$ cat src/rtl/qeciphy_pkg.sv
// Shared QECi PHY definitions: FAW detection, CRC group length and the
// frame-aligner state encoding.
package qeciphy_pkg;

  localparam logic [63:0] QECIPHY_FAW = 64'hD5C3_A5F0_0F5A_3C5D;

  localparam int unsigned QECIPHY_CRC_GROUP_LEN = 7;

  typedef enum logic [1:0] {
    QECIPHY_ALIGN_HUNT   = 2'd0,
    QECIPHY_ALIGN_VERIFY = 2'd1,
    QECIPHY_ALIGN_LOCKED = 2'd2
  } qeciphy_align_state_t;

  function automatic logic is_faw(input logic [63:0] word);
    return word == QECIPHY_FAW;
  endfunction

endpackage

$ cat src/rtl/qeciphy_sat_counter.sv
// Saturating event counter, cleared only by synchronous reset.
module qeciphy_sat_counter #(
  parameter int unsigned WIDTH = 16
) (
  input  logic             clk_i,
  input  logic             rst_i,
  input  logic             inc_i,
  output logic [WIDTH-1:0] count_o
);

  logic [WIDTH-1:0] count_q;

  always_ff @(posedge clk_i) begin
    if (rst_i) begin
      count_q <= '0;
    end else if (inc_i && (count_q != '1)) begin
      count_q <= count_q + 1'b1;
    end
  end

  assign count_o = count_q;

endmodule

$ cat src/rtl/qeciphy_rx_frame_align.sv
// RX frame aligner: hunts for the FAW, verifies the frame period, then marks
// FAW/CRC word boundaries. QECIPHY_RX_ALIGN_STATS_EN adds lock-loss/miss counters.
module qeciphy_rx_frame_align
  import qeciphy_pkg::*;
#(
  parameter int unsigned GROUPS      = 9,
  parameter int unsigned VERIFY_HITS = 3,
  parameter int unsigned LOSS_MISSES = 4
) (
  input  logic        clk_i,
  input  logic        rst_i,
  input  logic [63:0] tdata_i,
  input  logic        relock_i,
  output logic [63:0] tdata_o,
  output logic        faw_boundary_o,
  output logic        crc_boundary_o,
  output logic        locked_o,
  output logic [1:0]  align_state_o
`ifdef QECIPHY_RX_ALIGN_STATS_EN
  ,
  output logic [15:0] lock_loss_cnt_o,
  output logic [15:0] faw_miss_cnt_o
`endif
);

  localparam int unsigned FRAME_LEN = 1 + QECIPHY_CRC_GROUP_LEN * GROUPS;
  localparam int unsigned OFF_W     = $clog2(FRAME_LEN);
  localparam int unsigned HIT_W     = $clog2(VERIFY_HITS + 1);
  localparam int unsigned MISS_W    = $clog2(LOSS_MISSES + 1);

  qeciphy_align_state_t state_q, state_d;
  logic [OFF_W-1:0]  off_q, off_d, off_next;
  logic [HIT_W-1:0]  hit_q, hit_d;
  logic [MISS_W-1:0] miss_q, miss_d;
  logic [63:0]       tdata_q;
  logic              faw_q, faw_d, crc_q, crc_d, lock_q, lock_d;
  logic              faw_hit, at_faw, at_crc;

  function automatic logic is_crc_slot(input logic [OFF_W-1:0] off);
    logic r;
    r = 1'b0;
    for (int unsigned k = 0; k < GROUPS; k++) begin
      if (off == OFF_W'(1 + k * QECIPHY_CRC_GROUP_LEN)) r = 1'b1;
    end
    return r;
  endfunction

  assign faw_hit  = is_faw(tdata_i);
  assign at_faw   = (off_q == '0);
  assign at_crc   = is_crc_slot(off_q);
  assign off_next = (off_q == OFF_W'(FRAME_LEN - 1)) ? '0 : off_q + 1'b1;

  // Boundary/lock outputs describe the word being registered this cycle, so
  // the confirming FAW and the dropping FAW both leave with locked_o high.
  always_comb begin
    state_d = state_q;
    off_d   = (state_q == QECIPHY_ALIGN_HUNT) ? off_q : off_next;
    hit_d   = hit_q;
    miss_d  = miss_q;
    faw_d   = 1'b0;
    crc_d   = 1'b0;
    lock_d  = 1'b0;
    if (relock_i) begin
      state_d = QECIPHY_ALIGN_HUNT;
      off_d   = '0;
      hit_d   = '0;
      miss_d  = '0;
    end else begin
      unique case (state_q)
        QECIPHY_ALIGN_HUNT: begin
          if (faw_hit) begin
            state_d = QECIPHY_ALIGN_VERIFY;
            off_d   = OFF_W'(1);
            hit_d   = HIT_W'(1);
          end
        end
        QECIPHY_ALIGN_VERIFY: begin
          if (at_faw) begin
            if (!faw_hit) begin
              state_d = QECIPHY_ALIGN_HUNT;
              off_d   = '0;
              hit_d   = '0;
            end else if (hit_q == HIT_W'(VERIFY_HITS - 1)) begin
              state_d = QECIPHY_ALIGN_LOCKED;
              hit_d   = '0;
              miss_d  = '0;
              faw_d   = 1'b1;
              lock_d  = 1'b1;
            end else begin
              hit_d = hit_q + 1'b1;
            end
          end
        end
        QECIPHY_ALIGN_LOCKED: begin
          lock_d = 1'b1;
          faw_d  = at_faw;
          crc_d  = at_crc;
          if (at_faw) begin
            if (faw_hit) begin
              miss_d = '0;
            end else if (miss_q == MISS_W'(LOSS_MISSES - 1)) begin
              state_d = QECIPHY_ALIGN_HUNT;
              off_d   = '0;
              miss_d  = '0;
            end else begin
              miss_d = miss_q + 1'b1;
            end
          end
        end
        default: begin
          state_d = QECIPHY_ALIGN_HUNT;
          off_d   = '0;
        end
      endcase
    end
  end

  always_ff @(posedge clk_i) begin
    if (rst_i) begin
      state_q <= QECIPHY_ALIGN_HUNT;
      off_q   <= '0;
      hit_q   <= '0;
      miss_q  <= '0;
      tdata_q <= '0;
      faw_q   <= 1'b0;
      crc_q   <= 1'b0;
      lock_q  <= 1'b0;
    end else begin
      state_q <= state_d;
      off_q   <= off_d;
      hit_q   <= hit_d;
      miss_q  <= miss_d;
      tdata_q <= tdata_i;
      faw_q   <= faw_d;
      crc_q   <= crc_d;
      lock_q  <= lock_d;
    end
  end

  assign tdata_o        = tdata_q;
  assign faw_boundary_o = faw_q;
  assign crc_boundary_o = crc_q;
  assign locked_o       = lock_q;
  assign align_state_o  = state_q;

`ifdef QECIPHY_RX_ALIGN_STATS_EN
  logic lock_loss_inc, faw_miss_inc;

  assign lock_loss_inc = (state_q == QECIPHY_ALIGN_LOCKED) && (state_d == QECIPHY_ALIGN_HUNT);
  assign faw_miss_inc  = (state_q == QECIPHY_ALIGN_LOCKED) && at_faw && !faw_hit;

  qeciphy_sat_counter #(.WIDTH(16)) u_lock_loss_cnt (
    .clk_i   (clk_i),
    .rst_i   (rst_i),
    .inc_i   (lock_loss_inc),
    .count_o (lock_loss_cnt_o)
  );

  qeciphy_sat_counter #(.WIDTH(16)) u_faw_miss_cnt (
    .clk_i   (clk_i),
    .rst_i   (rst_i),
    .inc_i   (faw_miss_inc),
    .count_o (faw_miss_cnt_o)
  );
`endif

endmodule

$ cat config.mk
export PLATFORM = sky130hd
export DESIGN_NAME = qeciphy_rx_frame_align
export DESIGN_NICKNAME = d
export VERILOG_FILES = /design/src/rtl/qeciphy_pkg.sv /design/src/rtl/qeciphy_sat_counter.sv /design/src/rtl/qeciphy_rx_frame_align.sv
export SDC_FILE = /design/constraint.sdc
export NUM_CORES = 1
export LEC_CHECK = 0
export CAP_MARGIN = 10
export CORE_UTILIZATION = 44
export CTS_CLUSTER_SIZE = 8
export DETAILED_ROUTE_END_ITERATION = 12
export GPL_TIMING_DRIVEN = 0
export HOLD_SLACK_MARGIN = 0.03
export PLACE_DENSITY = 0.95
export SETUP_SLACK_MARGIN = 0.2
export SLEW_MARGIN = 20
export SYNTH_ARGS = -nofsm -noshare
export SYNTH_HDL_FRONTEND = slang
export SYNTH_SLANG_ARGS = --single-unit
$ cat constraint.sdc
create_clock -name clk_i -period 5.1 [get_ports clk_i]
set_input_delay 1.02 -clock clk_i [delete_from_list [all_inputs] [get_ports clk_i]]
set_output_delay 1.02 -clock clk_i [all_outputs]
set_load 0.02 [all_outputs]
==> results.md <==
* Cell Chain, Critical Path: clkdlybuf4s50_1, or4b_1, nor4_2, nand4_4, clkbuf_1, a21oi_1, o22ai_1, and2_1
* Number of buffers added on ports at 135
* Initial Util at 0.459
* Worst reg-to-reg setup slack at between 2 and 3 ns
* Via Count at 2592
* Syn nets at 357
* Initial antenna violation count at 0
* Syn avg cell area at 10.5 sq um
* Fmax at 317 MHz
* Via density at 5.10
* Final Slew Violations at 0
* Ys async rst share at 0
* Core ar. at around 6400 sq um
* Worst reg2reg path depth at 7
* Max VDD drop at 0.163 mV
* RePlAce Congestion at roughly 0.9
* Hold path start: miss_q[2]$_SDFFE_PP0P_
* Buf+Inv Stages, Crit Path at 2
* Hold_ws at 0.461 ns
* Largest net degree at the start of global routing at 14
* GRT Residual Overflow at 0
* Status: finished, violations left
* Crit end category: register
* Final Hold Violating Endpoints at 0
* Critical path class: input port to register
* Hold Path End: miss_q[2]$_SDFFE_PP0P_
* Detailed Routing Iterations Pass 1 at 8
* DRC viols at 12
* CTS Hold Bufs at 0
* Num CTS Buffers at 9
* Pleak at about 1.7 nW
* DP HPWL at ~6000 microns
* Post-synth EDFFs at 0
* Crit path max-delay family: simple AND/OR/NAND/NOR gates
* Top-level port count at 136
* Multi-input gate area at 1280 sq um
* Clock latency on the worst-skew pair at 0.35 ns
* Number of antenna diodes at 0
* Worst endpoint required time at 5.35 ns
* GRT Total Usage at 0.231
* Reg area at 1600 sq um
* Sequential-to-total area share from yosys stat at 0.543
* Mapped Area at approximately 2900 sq um
* Hold path depth at 1
* CTS max path bufs at 2
* Count of nets after finishing at 503
* Num Clock Sinks at 80
* Crit-path max FO at 10
* Die Area at 7030 sq um
* Final TNS setup at 0 ns
* CTS resizes at 0
* Clock Skew at 0.00872 ns
* Critical Path Slowest Stage Cell: or4b_1
* Max cap viols at 0
* Slew HR at 0.641
* CP peak stage delay at about 0.54 ns
* Root buf cell: clkbuf_8
* Synth cell types at 43
* CTS tree: done
* Wire per inst at 14.9 microns
* Pwr dens at 271 nW/um^2
* Reg2reg start: off_q[0]$_SDFF_PP0_
* RSZ-0062 raised after global routing: false
* Vias in the first global route at 2682
* Ys flop type: dfxtp_1
* Worst-path clk slew at 0.08 ns
* Postcts setup bufs at 0
* Number of antenna-violating nets in the routed design at 0
* Rows at 29
* Die Ht at 83.9 microns
* Startpoint types: input port
* Warnings, synthesis at 0
* Crit path DAT at 3.41 ns
* Post-Route WL at around 7600 microns
* Minimum clock period at 3.16 ns
* HP Class: register to register
* Setup Viol. Count Final at 0
* Area Overhead vs Synth at 54.6%
* Cells after Synth at 281
* Global-route wire length before repair at 12400 microns
* H-tree lvl count at 3
* Die Wd at 83.9 microns
* FILL cells at ~460
* Worst slew pin tran at 0.535 ns
* Flops & latches, synth at 80
* Initial drt markers at about 140
* Violated checks: design-rule violations
* Ratio of final minimum period to clock period at 0.619
* Share of cells above drive strength 1 at 0.0603
* Reg-to-reg endpoint: hit_q[1]$_SDFFE_PP0P_
final cells by class:
| cell class | instances | share of cell area |
|---|---|---|
| plain buffers | 13 | 0.0107 |
| clock buffers | 10 | 0.0280 |
| clock inverters | 5 | 0.00768 |
| inverters | 6 | 0.00494 |
| multi-input cells | 182 | 0.280 |
| flip-flops and latches | 80 | 0.351 |
| well taps | 77 | 0.0211 |
| repair buffers | 135 | 0.296 |
sequential cells by signal, indices dropped and copies added, names as in the netlist:
register        flops
faw_boundary_o      1
locked_o            1
tdata_o            64
hit_q               2
off_q               6
crc_boundary_o      1
align_state_o       2
miss_q              3
cell usage after synthesis (2+ instances only):
library cell	n	share of area
xnor2_1	2	0.0059
o22ai_1	2	0.0042
nand2b_1	5	0.011
nor2b_1	65	0.14
nand3_1	6	0.010
inv_1	6	0.0076
xor2_1	2	0.0059
ha_1	9	0.038
nor2_1	12	0.015
a32o_1	2	0.0068
or2_2	2	0.0042
nand2_1	12	0.015
dfxtp_1	80	0.54
or4b_1	5	0.017
nand4b_1	6	0.018
nand4_1	2	0.0042
mux2i_1	3	0.010
nand4bb_1	3	0.011
nor4_2	3	0.013
a31oi_1	2	0.0042
clkbuf_1	13	0.017
a21oi_1	7	0.012
or4b_4	2	0.0093
o21ai_0	3	0.0051
and3_1	3	0.0064
nor3_1	4	0.0068
o21ai_1	4	0.0068
how the worst max path moves through the flow:
stage                start                endpoint  slack [ns]  cells past startpoint
2_1_floorplan  tdata_i[44]   hit_q[1]$_SDFFE_PP0P_        2.32                      5
3_3_place_gp    tdata_i[5]  miss_q[2]$_SDFFE_PP0P_        1.66                      8
6_report        tdata_i[5]  miss_q[2]$_SDFFE_PP0P_        1.94                      8
5_1_grt         tdata_i[5]     off_q[5]$_SDFF_PP0_        1.76                      7
4_1_cts         tdata_i[5]  miss_q[2]$_SDFFE_PP0P_        1.96                      8
3_5_place_dp    tdata_i[5]  miss_q[2]$_SDFFE_PP0P_        1.60                      8
per-stage QoR:
stage          total power [mW]  worst slack (ns)  cells  cell area [sq um]  utilization
4_1_cts                    1.25              1.96    508               4560        0.710
3_5_place_dp              0.857              1.60    493               4400        0.685
2_1_floorplan             0.739              2.32    281               2950            -
5_1_grt                    1.29              1.76    508               4560        0.710
3_3_place_gp              0.852              1.66    493               4400        0.685
6_report                   1.24              1.94    508               4560        0.710
per-layer routing:
layer	vias up	part of all wire	global-route usage
li1	1246	-	-
met1	1201	0.39	0.245
met2	125	0.50	0.387
met3	20	0.086	0.0969
met4	0	0.030	0.129
met5	-	0	0
logic make-up (layout without fill, tap and decap cells):
logic type | count (synthesis) | after routing | synth area share
adder cells (fa/ha/maj) | 9 | 9 | 0.0382
AO/OA/AOI/OAI | 27 | 27 | 0.0602
multiplexers | 4 | 4 | 0.0140
AND/OR/NAND/NOR | 138 | 138 | 0.308
buffers and inverters | 19 | 169 | 0.0242
flip-flops | 80 | 80 | 0.543
XOR/XNOR | 4 | 4 | 0.0119
power breakdown:
group | switching [mW] | internal [mW]
registers | 0.00677 | 0.651
clock network | 0.221 | 0.174
logic | 0.0784 | 0.106
total | 0.307 | 0.931
placed cells by master, fill, tap and decap left out, drive strengths merged, types with 2 or more instances in the layout:
| master | Yosys | routed |
|---|---|---|
| a21oi | 7 | 7 |
| a31oi | 2 | 2 |
| a32o | 2 | 2 |
| and3 | 3 | 3 |
| clkbuf | 13 | 23 |
| clkdlybuf4s50 | 0 | 135 |
| clkinv | 0 | 4 |
| dfxtp | 80 | 80 |
| ha | 9 | 9 |
| inv | 6 | 6 |
| mux2i | 3 | 3 |
| nand2 | 12 | 12 |
| nand2b | 5 | 5 |
| nand3 | 6 | 6 |
| nand4 | 3 | 3 |
| nand4b | 6 | 6 |
| nand4bb | 3 | 3 |
| nor2 | 12 | 12 |
| nor2b | 65 | 65 |
| nor3 | 5 | 5 |
| nor4 | 5 | 5 |
| o21ai | 7 | 7 |
| o22ai | 2 | 2 |
| or2 | 2 | 2 |
| or4b | 7 | 7 |
| xnor2 | 2 | 2 |
| xor2 | 2 | 2 |
(Power assumes the default switching activity.)
